## config.mk

```make
export PLATFORM = sky130hd
export DESIGN_NAME = sat_addsub_pipe
export DESIGN_NICKNAME = d
export VERILOG_FILES = /design/src/rtl/sat_addsub_pipe.sv
export SDC_FILE = /design/constraint.sdc
export NUM_CORES = 1
export LEC_CHECK = 0
export BUFFER_PORTS_ARGS = -buffer_cell sky130_fd_sc_hd__buf_2
export CORE_MARGIN = 8
export CORE_UTILIZATION = 26
export DETAILED_ROUTE_END_ITERATION = 10
export HOLD_SLACK_MARGIN = 0.03
export PLACE_DENSITY = 0.76
export SYNTH_ARGS = -nofsm -noshare
export SYNTH_HDL_FRONTEND = slang
export SYNTH_SLANG_ARGS = --single-unit
```

## constraint.sdc

```tcl
create_clock -name clk -period 0.8 [get_ports clk]
set_input_delay 0.08 -clock clk [delete_from_list [all_inputs] [get_ports clk]]
set_output_delay 0.08 -clock clk [all_outputs]
set_load 0.1 [all_outputs]
```

## src/rtl/sat_addsub_pipe.sv

```systemverilog
// Pipelined signed add/subtract with per-beat saturate/wrap select, valid/ready
// streaming with backpressure, and a saturating overflow-event counter.
module sat_addsub_pipe #(
  parameter int unsigned WIDTH     = 16,
  parameter int unsigned STAGES    = 2,
  parameter int unsigned SYMMETRIC = 1,
  parameter int unsigned CNT_W     = 8
) (
  input  logic             clk,
  input  logic             rst_n,
  input  logic             in_valid,
  output logic             in_ready,
  input  logic [WIDTH-1:0] in_a,
  input  logic [WIDTH-1:0] in_b,
  input  logic             in_sub,
  input  logic             in_sat,
  output logic             out_valid,
  input  logic             out_ready,
  output logic [WIDTH-1:0] out_sum,
  output logic             out_cout,
  output logic             out_ovf,
  output logic [CNT_W-1:0] ovf_cnt,
  input  logic             cnt_clr
);

  localparam int unsigned W     = WIDTH;
  localparam int unsigned IDX_W = (STAGES > 1) ? $clog2(STAGES) : 1;

  // Clamp limits held sign-extended to W+1 bits so they compare directly with the exact result.
  localparam logic [W:0] MAX_EXT = {2'b00, {(W-1){1'b1}}};
  localparam logic [W:0] MIN_EXT = (SYMMETRIC != 0) ? {2'b11, {(W-2){1'b0}}, 1'b1}
                                                     : {2'b11, {(W-1){1'b0}}};

  logic             stall;
  logic [W-1:0]     b_op;
  logic [W:0]       exact;
  logic [W:0]       uns;
  logic [W-1:0]     res;
  logic             ovf_c;
  logic             cout_c;

  logic [STAGES-1:0] vld_q;
  logic [STAGES-1:0] cout_q;
  logic [STAGES-1:0] ovf_q;
  logic [W-1:0]      sum_q [STAGES];

  assign stall    = out_valid && !out_ready;
  assign in_ready = !stall;

  // Subtraction as A + ~B + 1 keeps -B exact even for the most negative B.
  always_comb begin
    b_op   = in_sub ? ~in_b : in_b;
    exact  = {in_a[W-1], in_a} + {b_op[W-1], b_op} + (W+1)'(in_sub);
    uns    = {1'b0, in_a} + {1'b0, b_op} + (W+1)'(in_sub);
    res    = uns[W-1:0];
    cout_c = uns[W];
    if (in_sat) begin
      if ($signed(exact) > $signed(MAX_EXT)) begin
        res = MAX_EXT[W-1:0];
      end else if ($signed(exact) < $signed(MIN_EXT)) begin
        res = MIN_EXT[W-1:0];
      end
    end
    ovf_c = ({res[W-1], res} != exact);
  end

  // All stages advance together unless the output beat is stalled; bubbles travel too.
  always_ff @(posedge clk or negedge rst_n) begin
    if (!rst_n) begin
      vld_q  <= '0;
      cout_q <= '0;
      ovf_q  <= '0;
      for (int i = 0; i < int'(STAGES); i++) begin
        sum_q[IDX_W'(i)] <= '0;
      end
    end else if (!stall) begin
      vld_q[0] <= in_valid;
      if (in_valid) begin
        sum_q[0]  <= res;
        cout_q[0] <= cout_c;
        ovf_q[0]  <= ovf_c;
      end
      for (int i = 1; i < int'(STAGES); i++) begin
        vld_q[IDX_W'(i)]  <= vld_q[IDX_W'(i-1)];
        sum_q[IDX_W'(i)]  <= sum_q[IDX_W'(i-1)];
        cout_q[IDX_W'(i)] <= cout_q[IDX_W'(i-1)];
        ovf_q[IDX_W'(i)]  <= ovf_q[IDX_W'(i-1)];
      end
    end
  end

  assign out_valid = vld_q[STAGES-1];
  assign out_sum   = sum_q[STAGES-1];
  assign out_cout  = cout_q[STAGES-1];
  assign out_ovf   = ovf_q[STAGES-1];

  // Overflow events are counted on transfer; a clear in the same cycle takes priority.
  always_ff @(posedge clk or negedge rst_n) begin
    if (!rst_n) begin
      ovf_cnt <= '0;
    end else if (cnt_clr) begin
      ovf_cnt <= '0;
    end else if (out_valid && out_ready && out_ovf && (ovf_cnt != '1)) begin
      ovf_cnt <= ovf_cnt + CNT_W'(1);
    end
  end

endmodule

```

Yosys cells after proc, flatten, opt, wreduce, memory -nomap -nowiden --
Index checks and enable logic that the tools add are counted.
Cells by class: $add $sub $neg 1, reduce and logical (&&, ||, !) cells 7, muxes and demuxes 2, eq/ne operators 1
Operators by type and width (count):
- two-way mux 8 bit | 2
- adder 8 x 1 -> 8 bit, second input constant | 1
- inequality test 8 bit, second input constant | 1
- logical AND 1 bit | 4
- zero test 1 bit | 2
- nonzero test 2 bit | 1
Word-level totals: flip-flop bits (word level) 8, output and inout bits 28, logic and storage cells 12

Depth between registers and ports, before layout --
Gate-level depths: netlist of the first run.
depth after elaboration 5, depth in mapped cells 1, mapped depth without buffers 1

Worst setup path after synthesis of the first run --
No wires, ideal clock.
kind register to register, from register ovf_cnt[0], to register ovf_cnt[0], stages on the path, launching flop included 2, clock period less this slack 1170 ps, slack -370 ps, data required time 725 ps, data arrival time 1095 ps, path through dfrtp_1 -> nor2b_1
Between the ends: longest elaborated chain between the ends 3
RTL lines:
- start, declared | RTL line 22 | output logic [CNT_W-1:0] ovf_cnt,
- start signal, assigned | RTL line 104 | ovf_cnt <= ovf_cnt + CNT_W'(1);
- adder 8 x 1 -> 8 bit or inequality test 8 bit (tied branches) | RTL line 104, 103
- two-way mux 8 bit or logical AND 1 bit (tied branches) | RTL line 103 | end else if (out_valid && out_ready && out_ovf && (ovf_cnt != '1)) begin
- two-way mux 8 bit or nonzero test 2 bit (tied branches)
Parallel ways exist; a longest one is shown, timed or not. The select of a mux whose other input is x is not followed. A chain may end at the register's enable or synchronous reset.

Final worst setup path of the first run --
from register ovf_cnt[2], to output ovf_cnt[2]
No word-level cell between the ends.

==> summary.md, run 1 <==
| Metric | Value |
|---|---|
| Aggregate negative setup slack | -1500 ps |
| Highest-delay cell along the critical path | dfrtp_4 |
| Share of flip-flops with an asynchronous set or reset | 1.000 |
| Total iterations of the first detailed-routing run | 1 |
| Floorplan die height | 55.61 µm |
| Die Outline Area | approximately 3100 µm² |
| RSZ-0062 raised after global routing | true |
| CP Capture Type | output pin |
| Maximum clock frequency | 1009 MHz |
| IO Count | between 60 and 70 |
| Overall fraction of global-route tracks in use | 0.05365 |
| Area overhead of the layout relative to synthesis | 41.72% |
| Final Wtd Congestion | a little over 0.6 |
| Period utilization | 1.239 |
| Cell at the root of the clock tree | clkbuf_4 |
| Number of placement rows | 14 |
| First-pass GRT wire length | 1304 µm |
| Drt wl/cell | 11.98 µm |
| Final #Nets | 91 |
| CTS tree | yes |
| Clock period minus worst slack | approximately 990 ps |
| Library cell with the highest instance count after synthesis | buf_4 |
| Post-route cell area | approximately 580 µm² |
| Yosys top cell area share | 0.4908 |
| Number of gates resized after cts | 0 |
| Sequential share of power | 0.356 |
| Violations in the final reports | setup timing |
| Data arrival, critical path | 910 ps |
| Via count | roughly 220 |
| Count of final setup violators | 8 |
| Number of H-tree levels | 1 |
| Fraction of final layout cells with drive strength greater than 1 | 0.4200 |
| Total DRC errors in the routed layout | 0 |
| Power Density | approximately 2000 nW/µm² |
| Worst clock skew on the final layout | 0 ps |
| Cell type with the highest aggregate area in the netlist | dfrtp_1 |
| Number of buffers inserted by post-CTS setup repair | 0 |
| Design internal power | between 0.5 and 0.6 mW |
| Flip-flop count of the largest register after layout | 8 |
| Start-to-end type of the worst setup path | reg2out |
| Cell-by-cell trace of the critical path | buf_12 |
| Number of enable-type register cells in the synthesized netlist | 0 |
| Flip-flop and latch count after synthesis | 8 |
| Starting utilization of the core area | 0.2739 |
| Chip width | 55.61 µm |
| Total net switching power | ~0.55 mW |
| Core Footprint | approximately 1500 µm² |
| Leakage Power | around 0.27 nW |
| Clock net sink count | 8 |
| Switching part of the total power | 0.4869 |
| Result of the run | complete, but fails checks |
| Ys flop type | dfrtp_1 |
| Via count of the first global-routing pass | 274 |
| Input/output buffers | 10 |
| Most common library cells after synthesis | buf_4, dfrtp_1, nor2b_1, conb_1 |
| Maximum single-stage delay on the critical path | 490 ps |
| Part of the power in the clock network | 0.265 |
| Vias per Instance | 3.258 |
| Most flop-heavy register | ovf_cnt |
| Syn. warnings | 19 |
| Total standard cell area after synthesis | between 400 and 500 µm² |
| Placed inst area | 545.5 µm² |
| Number of max-cap violations | 0 |
| Largest delay contributor family on the critical path | flip-flops |
| Required @ worst endpoint | 720 ps |
| CP Buf/Inv Count | 1 |
| Number of nets with antenna violations after routing | 0 |
| Average footprint of a synthesized cell | 10.73 µm² |
| Synth area leaders | dfrtp_1, buf_4, nor2b_1 |
| Worst supply voltage drop on vdd | around 0.00096 V |
| Share of total power in combinational logic | 0.379 |
| Number of violations reported at the end of detailed-routing iteration 0 | 0 |
| Diode count | 0 |
| Instance count of the mapped netlist | 38 |
| Largest registers | ovf_cnt (8) |
| Largest driver fanout on the critical path | 2 |
| Worst slack at placement | between 50 and 60 ps |
| Maximum number of pins on one net before global-route repair | 9 |
| Distinct cells, synth | 4 |
| Number of antenna violations at the first check in global routing | 0 |
| Number of fillers in the final layout | approximately 150 |
| Total wire length | 791 µm |
| Seq/Total Area, Yosys | 0.4908 |
| Grt total ovfl | 0 |
| Clock latency on the worst-skew pair | 250 ps |
| Startpoint types | flop |
| TritonCTS buffer count | 3 |
| Final Hold Vio Count | 0 |
| Max-slew violation count | 0 |
| Final worst slack | -191.2 ps |
| Half-perimeter wire length of the detailed placement result | approximately 670 µm |
| Buffers from clock root to sink, at most | 2 |
| Clock slew at the register clock pins of the worst setup and hold paths | 50 ps |
| Min-delay worst type | in2reg |
logic make-up after synthesis:
| group | share of synthesized area |
|---|---|
| buf+inv | 0.3681 |
| flops | 0.4908 |
| other cells | 0.01841 |
| simple gates | 0.1227 |
path summary, 6_finish.rpt:
path                       startpoint          to  slack (ps)  cells after the start
setup / recovery           ovf_cnt[2]  ovf_cnt[2]        -190                      1
hold / removal                cnt_clr  ovf_cnt[1]          80                      2
setup reg to reg           ovf_cnt[2]  ovf_cnt[2]          60                      1
hold reg to reg            ovf_cnt[1]  ovf_cnt[1]         580                      1
max in group asynchronous       rst_n  ovf_cnt[5]         410                      2
min in group asynchronous       rst_n  ovf_cnt[0]         200                      2
power groups by stage:
| stage | registers [mW] | logic [mW] | clock network [mW] |
|---|---|---|---|
| after floorplan | 0.413 | 0.482 | 0 |
| after global placement | 0.413 | 0.421 | 0 |
| final | 0.405 | 0.430 | 0.301 |
| after detailed placement | 0.413 | 0.422 | 0 |
| after global routing | 0.404 | 0.439 | 0.344 |
| after CTS | 0.404 | 0.426 | 0.320 |
placed cells by master, fill, tap and decap left out:
cell type and instances:
conb_1 20, clkbuf_4 3, dlygate4sd3_1 1, buf_12 8, dfrtp_4 8, nor2b_1 8, buf_2 2
metrics by stage:
stage / instances / util / power (mW) / hold WS (ps)
after floorplan: 56 / - / 0.8951 / -215.6
after global placement: 62 / 0.3664 / 0.8345 / -75.74
after detailed placement: 62 / 0.3664 / 0.8353 / -69.49
after CTS: 66 / 0.3882 / 1.150 / 75.79
after global routing: 66 / 0.3882 / 1.187 / 77.86
final: 66 / 0.3882 / 1.135 / 83.62
metal layers:
metal / part of all wire / global-route usage / routed length (µm) / vias to the layer above
met2: 0.55 / 0.08654 / 436 / 18
met3: 0.13 / 0.03881 / 101 / 2
met1: 0.30 / 0.03947 / 237 / 98
li1: - / - / - / 97
met4: 0.020 / 0.05282 / 16 / 0
met5: 0 / 0 / 0 / -
final cells by class:
type,instances,area [µm²],share of cell area
Sequential cell,8,230.2,0.3983
Timing Repair Buffer,11,180.2,0.3117
Multi-Input combinational cell,28,125.1,0.2165
Clock buffer,3,22.52,0.03896
Tap cell,16,20.02,0.03463
what timing repair did:
action | in CTS | in global routing
endpoints found under the setup margin | 8 | 8
gates cloned | 0 | 0
hold endpoints to repair | 8 | 0
hold buffers | 1 | 0
Note: power is estimated with default switching activity, not from simulation.
==> run 2, diff against run 1 <==
Settings changed: SETUP_SLACK_MARGIN set to 0.4.
==> run 2 against run 1 <==
Effect of this change: the flow finishes with violations (hold timing, setup timing); total power rose by 0.45%; routed wire length fell by 1.4%; die area unchanged; cell area rose by 4.8%; count of clock-buffer cells in the layout unchanged; critical path depth did not move; sequential cell count unchanged; critical endpoint is now ovf_cnt[7]; largest power group unchanged; highest routed layer unchanged.
==> summary.md, run 2 (synthesized netlist as in run 1, its figures left out) <==
| Metric | Value |
|---|---|
| RSZ-0062 raised after global routing | true |
| Result of the run | complete, but fails checks |
| Floorplan die height | between 50 and 60 µm |
| Number of violations reported at the end of detailed-routing iteration 0 | 1 |
| Final worst slack | -192.4 ps |
| Vias per Instance | 3.308 |
| Placed inst area | about 550 µm² |
| TritonCTS buffer count | 3 |
| Largest registers | ovf_cnt (8) |
| Largest driver fanout on the critical path | 2 |
| Most flop-heavy register | ovf_cnt |
| Cell-by-cell trace of the critical path | buf_12 |
| Clock slew at the register clock pins of the worst setup and hold paths | around 50 ps |
| Worst clock skew on the final layout | 0 ps |
| Clock net sink count | 8 |
| Maximum clock frequency | 1008 MHz |
| Maximum single-stage delay on the critical path | 490 ps |
| CP Capture Type | output pin |
| Total iterations of the first detailed-routing run | 2 |
| Number of placement rows | 14 |
| Number of antenna violations at the first check in global routing | 0 |
| Cell at the root of the clock tree | clkbuf_4 |
| Highest-delay cell along the critical path | dfrtp_4 |
| Final #Nets | 90 |
| Fraction of final layout cells with drive strength greater than 1 | 0.5306 |
| Maximum number of pins on one net before global-route repair | 9 |
| Input/output buffers | 10 |
| Post-route core utilization | 0.4067 |
| Clock latency on the worst-skew pair | 250 ps |
| Grt total ovfl | 0 |
| Area overhead of the layout relative to synthesis | 48.47% |
| Area of the multi-input gates | roughly 160 µm² |
| Diode count | 0 |
| Hold slack | -339.5 ps |
| Met2 usage in global routing | 0.08814 |
| Total wire length | about 780 µm |
| Via count of the first global-routing pass | 278 |
| Drt wl/cell | 12.00 µm |
| Global-route layer with the greatest usage | met2 |
| Data arrival, critical path | 910 ps |
| Final Hold Vio Count | 8 |
| Die Outline Area | about 3000 µm² |
| Commonest non-fill, non-tap cells in the layout | conb_1, dfrtp_4, buf_12, nor2b_4 |
| Chip width | 55.61 µm |
| Period utilization | 1.240 |
| Count of final setup violators | 8 |
| Core Footprint | roughly 1500 µm² |
| Post-route cell area | 605.6 µm² |
| Total DRC errors in the routed layout | 0 |
| Number of buffers inserted by post-CTS setup repair | 0 |
| Via count | 215 |
| Startpoint types | flop |
| Min-delay worst type | in2async |
| CTS tree | yes |
| Leakage Power | 0.2655 nW |
| Commonest non-fill, non-tap cell in the layout | conb_1 |
| Largest delay contributor family on the critical path | flip-flops |
| Violations in the final reports | hold timing, setup timing |
| Clock period minus worst slack | ~1000 ps |
| Overall fraction of global-route tracks in use | 0.05319 |
| Number of max-cap violations | 0 |
| Power Density | 1883 nW/µm² |
| Number of fillers in the final layout | 142 |
| CP Buf/Inv Count | 1 |
| Number of nets with antenna violations after routing | 0 |
| Half-perimeter wire length of the detailed placement result | 667.1 µm |
| First-pass GRT wire length | 1290 µm |
| IO Count | between 60 and 70 |
| Met3 Use GR | 0.03881 |
| Starting utilization of the core area | 0.2739 |
| Buffers from clock root to sink, at most | 2 |
| Max-slew violation count | 0 |
| Register area | between 200 and 250 µm² |
| Start-to-end type of the worst setup path | reg2out |
| Final Wtd Congestion | 0.6144 |
| Number of H-tree levels | 1 |
| Global-route track usage on met1 | 0.03684 |
| Worst supply voltage drop on vdd | about 0.00097 V |
| Flip-flop count of the largest register after layout | 8 |
| Required @ worst endpoint | just over 700 ps |
-- run 2: cell types whose count changed in the layout (fill, tap and decap cells not counted), sizes merged --
| cell | previous run | this run |
|---|---|---|
| dlygate4sd3 | 1 | 0 |
-- run 2: where the power goes --
group | internal (mW) | switching, mW
logic | 0.00385 | 0.429
registers | 0.404 | 0
clock network | 0.171 | 0.132
-- run 2: layout make-up --
type | count | area share
Multi-Input combinational cell | 28 | 0.2686
Timing Repair Buffer | 10 | 0.2810
Tap cell | 16 | 0.03306
Clock buffer | 3 | 0.03719
Sequential cell | 8 | 0.3802
-- run 2: worst paths after layout --
| kind | startpoint | endpoint | slack, ps | depth (start not counted) |
|---|---|---|---|---|
| setup / recovery | ovf_cnt[7] | ovf_cnt[7] | -190 | 1 |
| hold / removal | rst_n | ovf_cnt[7] | -340 | 1 |
| setup reg to reg | ovf_cnt[3] | ovf_cnt[3] | 60 | 1 |
| hold reg to reg | ovf_cnt[0] | ovf_cnt[0] | 580 | 1 |
| max in group asynchronous | rst_n | ovf_cnt[3] | 950 | 1 |
| min in group clk | cnt_clr | ovf_cnt[0] | 180 | 2 |
-- run 2: repair_timing --
action	CTS	global route
cloned	0	0
setup endpoints to repair	16	16
gates resized for setup	3	4
hold endpoints to repair	8	8
-- run 2: layer usage --
metal  up-vias  routed length [µm]
met3         2                  94
met4         0                  16
met1       102                 227
met2        16                 441
met5         -                   0
li1         95                   -
-- run 2: through the flow --
step           setup WS, ps  hold WS, ps  total power, mW  cells  setup TNS, ps
3_3_place_gp          78.55       -75.74           0.8345     62              0
4_1_cts              -208.9       -342.6            1.149     65          -1608
2_1_floorplan        -91.25       -215.6           0.8951     56         -730.0
3_5_place_dp          55.68       -69.49           0.8353     62              0
5_1_grt              -221.5       -339.1            1.190     65          -1732
6_report             -192.4       -339.5            1.140     65          -1511
